--- src/rtl/ast_width_reducer.sv ---
// Avalon-ST width reducer: splits one wide beat into DATA_IN_W/DATA_OUT_W narrow beats, LSB slice first.
// First narrow beat 1 cycle after capture; input ready only while idle or on an accepted last beat.
module ast_width_reducer #(
  parameter int DATA_IN_W   = 64,
  parameter int DATA_OUT_W  = 16,
  parameter int CHANNEL_W   = 10,
  localparam int EMPTY_IN_W  = ($clog2(DATA_IN_W/8)  > 1) ? $clog2(DATA_IN_W/8)  : 1,
  localparam int EMPTY_OUT_W = ($clog2(DATA_OUT_W/8) > 1) ? $clog2(DATA_OUT_W/8) : 1
) (
  input  logic                   clk_i,
  input  logic                   srst_i,
  input  logic [DATA_IN_W-1:0]   ast_data_i,
  input  logic                   ast_startofpacket_i,
  input  logic                   ast_endofpacket_i,
  input  logic                   ast_valid_i,
  input  logic [EMPTY_IN_W-1:0]  ast_empty_i,
  input  logic [CHANNEL_W-1:0]   ast_channel_i,
  output logic                   ast_ready_o,
  output logic [DATA_OUT_W-1:0]  ast_data_o,
  output logic                   ast_startofpacket_o,
  output logic                   ast_endofpacket_o,
  output logic                   ast_valid_o,
  output logic [EMPTY_OUT_W-1:0] ast_empty_o,
  output logic [CHANNEL_W-1:0]   ast_channel_o,
  input  logic                   ast_ready_i
);

  localparam int R     = DATA_IN_W / DATA_OUT_W;
  localparam int IB    = DATA_IN_W / 8;
  localparam int OB    = DATA_OUT_W / 8;
  localparam int IDX_W = $clog2(R);

  if ((DATA_IN_W % DATA_OUT_W) != 0 || R < 2 || (DATA_OUT_W % 8) != 0) begin : g_bad_params
    $error("ast_width_reducer: illegal width parameters");
  end

  typedef enum logic {IDLE, SEND} state_t;

  state_t                 state;
  logic [DATA_IN_W-1:0]   word;
  logic [IDX_W-1:0]       beat;
  logic [IDX_W-1:0]       last_beat;
  logic                   eop_word;
  logic [EMPTY_OUT_W-1:0] last_empty;

  logic [IDX_W-1:0]       cap_last;
  logic [EMPTY_OUT_W-1:0] cap_empty;
  logic [IDX_W-1:0]       beat_nxt;
  logic                   on_last;
  logic                   take_in;

  // Beat count and trailing empty of the word currently offered on the input.
  always_comb begin : size_calc
    int v;
    int n;
    v = IB;
    if (ast_endofpacket_i) begin
      if (int'(ast_empty_i) >= IB) v = 1;
      else                         v = IB - int'(ast_empty_i);
    end
    n         = (v + OB - 1) / OB;
    cap_last  = IDX_W'(n - 1);
    cap_empty = EMPTY_OUT_W'(n * OB - v);
  end

  assign on_last     = (beat == last_beat);
  assign beat_nxt    = beat + IDX_W'(1);
  assign ast_ready_o = srst_i && ((state == IDLE) || (on_last && ast_ready_i));
  assign take_in     = ast_valid_i && ast_ready_o;

  always_ff @(posedge clk_i) begin
    if (!srst_i) begin
      state               <= IDLE;
      word                <= '0;
      beat                <= '0;
      last_beat           <= '0;
      eop_word            <= 1'b0;
      last_empty          <= '0;
      ast_valid_o         <= 1'b0;
      ast_data_o          <= '0;
      ast_startofpacket_o <= 1'b0;
      ast_endofpacket_o   <= 1'b0;
      ast_empty_o         <= '0;
      ast_channel_o       <= '0;
    end else if (take_in) begin
      // Covers both the idle capture and the bubble-free refill on the last beat.
      state               <= SEND;
      word                <= ast_data_i;
      beat                <= '0;
      last_beat           <= cap_last;
      eop_word            <= ast_endofpacket_i;
      last_empty          <= cap_empty;
      ast_valid_o         <= 1'b1;
      ast_data_o          <= ast_data_i[DATA_OUT_W-1:0];
      ast_startofpacket_o <= ast_startofpacket_i;
      ast_endofpacket_o   <= ast_endofpacket_i && (cap_last == '0);
      ast_empty_o         <= (ast_endofpacket_i && (cap_last == '0)) ? cap_empty : '0;
      ast_channel_o       <= ast_channel_i;
    end else if (state == SEND && ast_ready_i) begin
      if (on_last) begin
        state               <= IDLE;
        ast_valid_o         <= 1'b0;
        ast_startofpacket_o <= 1'b0;
        ast_endofpacket_o   <= 1'b0;
        ast_empty_o         <= '0;
      end else begin
        beat                <= beat_nxt;
        ast_data_o          <= word[beat_nxt*DATA_OUT_W +: DATA_OUT_W];
        ast_startofpacket_o <= 1'b0;
        ast_endofpacket_o   <= eop_word && (beat_nxt == last_beat);
        ast_empty_o         <= (eop_word && (beat_nxt == last_beat)) ? last_empty : '0;
      end
    end
  end

endmodule

--- config.mk ---
export PLATFORM = sky130hd
export DESIGN_NAME = ast_width_reducer
export DESIGN_NICKNAME = d
export VERILOG_FILES = /design/src/rtl/ast_width_reducer.sv
export SDC_FILE = /design/constraint.sdc
export NUM_CORES = 1
export LEC_CHECK = 0
export ABC_CLOCK_PERIOD_IN_PS = 3900
export CORE_MARGIN = 5
export CORE_UTILIZATION = 51
export DETAILED_ROUTE_END_ITERATION = 8
export GPL_TIMING_DRIVEN = 0
export MAX_ROUTING_LAYER = met4
export PLACE_DENSITY_LB_ADDON = 0.3
export SYNTH_ARGS = -nofsm -noshare
export SYNTH_HDL_FRONTEND = slang
export SYNTH_SLANG_ARGS = --single-unit
export TNS_END_PERCENT = 5
--- constraint.sdc ---
create_clock -name clk_i -period 3.9 [get_ports clk_i]
set_input_delay 0.39 -clock clk_i [delete_from_list [all_inputs] [get_ports clk_i]]
set_output_delay 0.39 -clock clk_i [all_outputs]
set_load 0.05 [all_outputs]
==> impl_metrics.env <==
export IMPL_yosys_warnings=0
export IMPL_hp_start="last_empty"
export IMPL_power_leakage_nw=2.05
export IMPL_crit_start="srst_i"
export IMPL_path_max_fanout=10
export IMPL_hold_class="flip-flop to flip-flop"
export IMPL_met1_length_um=4700
export IMPL_top_layer_used="met4"
export IMPL_clk_latency_ps=370
export IMPL_synth_edf_count=0
export IMPL_maxCapViolations=0
export IMPL_grt_overflow=0
export IMPL_synth_top_cell_by_area="dfxtp_1"
export IMPL_cts_clk_slew_worst_paths_ps=90
export IMPL_route_met3_wl_um=977
export IMPL_synth_seq_area_share=0.515
export IMPL_firstDrtPassIters=6
export IMPL_arrival_ps=2430
export IMPL_min_period_ps=2820
export IMPL_grt_max_degree=17
export IMPL_ys_ff_latch=100
export IMPL_cts_root_buffer="clkbuf_8"
export IMPL_ios=114
export IMPL_synth_top_area_frac=0.515
export IMPL_wire_per_inst_um=19.7
export IMPL_cp_start_kind="input port"
export IMPL_synth_cells=341
export IMPL_wl_met2_um=5310
export IMPL_routed_via_count=3334
export IMPL_numClockSinks=100
export IMPL_clock_path_buffers=2
export IMPL_grt_pass1_vias=3509
export IMPL_worst_slack_ps=1080
export IMPL_post_cts_buffers=0
export IMPL_r2r_start="state"
export IMPL_dr_first_iter_drc_count=170
export IMPL_hold_viol_final=0
export IMPL_drt_wl_total_um=11200
export IMPL_fin_nets=550
export IMPL_status="completed"
export IMPL_fp_row_count=31
export IMPL_cts_tree="yes"
export IMPL_die_width_um=97.3
export IMPL_powerDensity_nw_per_um2=452
export IMPL_drc=0
export IMPL_cp_required_ps=3510
export IMPL_die_h_um=97.3
export IMPL_diodes=0
export IMPL_cts_resized=0
export IMPL_drive_above_1_share=0.126
export IMPL_crit_type="input port to output pin"
export IMPL_tightest_slew_ps=718
export IMPL_finish_utilization=0.731
export IMPL_holdBufCountCts=0
export IMPL_syn2layout_area_growth_pct=38.0
export IMPL_tns_ps=0
export IMPL_rsz0062_at_grt="false"
export IMPL_synthFlopType="dfxtp_1"
export IMPL_start_util=0.530
export IMPL_fin_crit_sh=0.723
export IMPL_skew_ps=10.2
export IMPL_gp_congestion=0.855
export IMPL_synthTopCellsByArea="dfxtp_1, a22o_1, mux4_2"
export IMPL_io_buffer_count=113
export IMPL_critPathCaptureType="output pin"
export IMPL_syn_avg_cell_area_um2=11.4
export IMPL_ctsHtreeMaxLevel=3
export IMPL_fmax_mhz=355
export IMPL_synthArstFlopShare=0
export IMPL_syn_area_um2=3880
export IMPL_yosysUniqueCellTypes=33
export IMPL_slew_violations=0
export IMPL_viasPerCell=5.87
export IMPL_setup_viol=0
export IMPL_numCtsBuffers=9
export IMPL_dieArea_um2=9460
export IMPL_relSlewSlack=0.518
export IMPL_grt_pass1_wl_um=17700
export IMPL_dp_slack_ps=1090
export IMPL_coreArea_um2=7330
export IMPL_grt_total_usage=0.242
export IMPL_synth_nets=426
export IMPL_peakVddDrop_v=0.000225
export IMPL_hpwl_um=7900
export IMPL_antenna_found_initial=0
export IMPL_drtAntennaViolNets=0
==> per-layer routing <==
layer  up-vias  GRT usage
li1       1533          -
met3        21     0.0804
met5         -          -
met1      1611      0.288
met4         0     0.0724
met2       169      0.394
==> registers in the layout, summed over array words and instances, names as in the netlist <==
register / cells
word: 64
ast_data_o: 16
ast_channel_o: 10
beat: 2
last_beat: 2
ast_empty_o: 1
ast_endofpacket_o: 1
ast_startofpacket_o: 1
eop_word: 1
last_empty: 1
state: 1
==> cell families after synthesis <==
family                     share of synthesized area
AOI/OAI and AO/OA                              0.265
xor gates and xnor gates                      0.0177
adders and majority gates                    0.00644
buffers and inverters                         0.0522
DFF                                            0.515
muxes                                         0.0954
and+or+nand+nor                               0.0474
==> through the flow <==
step           cell area, um2  hold WS, ps  total power [mW]  instances
4_1_cts                  5360          481              2.42        568
6_report                 5360          477              2.42        568
5_1_grt                  5360          494              2.51        568
3_5_place_dp             5140          451              1.70        553
2_1_floorplan            3880          432              1.48        341
3_3_place_gp             5140          442              1.69        553
==> cells in the final DEF (no fill, tap or decap), drive strengths merged, types with 2 or more instances in the layout <==
| cell | synthesis | routed |
|---|---|---|
| clkbuf | 7 | 17 |
| a21oi | 35 | 35 |
| bufinv | 0 | 2 |
| nor3b | 2 | 2 |
| clkdlybuf4s50 | 0 | 113 |
| buf | 24 | 24 |
| mux4 | 16 | 16 |
| o21a | 2 | 2 |
| a22o | 76 | 76 |
| nor2 | 5 | 5 |
| nand3 | 3 | 3 |
| ha | 2 | 2 |
| o21ai | 17 | 17 |
| and2 | 3 | 3 |
| a21boi | 2 | 2 |
| xor2 | 2 | 2 |
| nand3b | 3 | 3 |
| xnor2 | 5 | 5 |
| inv | 5 | 6 |
| nand2 | 21 | 21 |
| a31oi | 3 | 3 |
| dfxtp | 100 | 100 |
==> path summary, 6_finish.rpt <==
kind | to | slack [ps] | cells past startpoint
min reg2reg | last_empty | 480 | 2
min | last_empty | 480 | 2
max | ast_ready_o | 1080 | 5
max reg2reg | ast_data_o[4] | 1760 | 6
==> cell usage after synthesis, types with 3 or more instances <==
| cell type | number |
|---|---|
| nand3_1 | 3 |
| clkbuf_1 | 7 |
| nor2_1 | 5 |
| inv_1 | 5 |
| a21oi_1 | 35 |
| dfxtp_1 | 100 |
| buf_2 | 18 |
| o21ai_0 | 16 |
| nand3b_1 | 3 |
| and2_1 | 3 |
| mux4_2 | 16 |
| a22o_1 | 76 |
| buf_6 | 6 |
| xnor2_1 | 4 |
| nand2_1 | 21 |
==> critical path: stages <==
cell	delay (ps)
clkdlybuf4s50_1	490
clkbuf_1	360
inv_1	230
nor2_1	140
clkdlybuf4s50_1	810
==> final cells by class <==
type,count,area [um2]
Buffer,31,184
Clock inverter,5,85.1
Timing Repair Buffer,113,1130
Fill cell,511,1970
Sequential cell,100,2000
Clock buffer,10,138
Tap cell,99,124
Inverter,5,18.8
Multi-Input combinational cell,205,1680
==> power by group <==
part	leakage [nW]	internal, mW	switching [mW]
combinational	1.12	0.244	0.269
sequential	0.825	1.12	0.0562
clock	0.109	0.379	0.358
total	2.05	1.74	0.683
No activity file was read; power rests on OpenSTA's default activity.
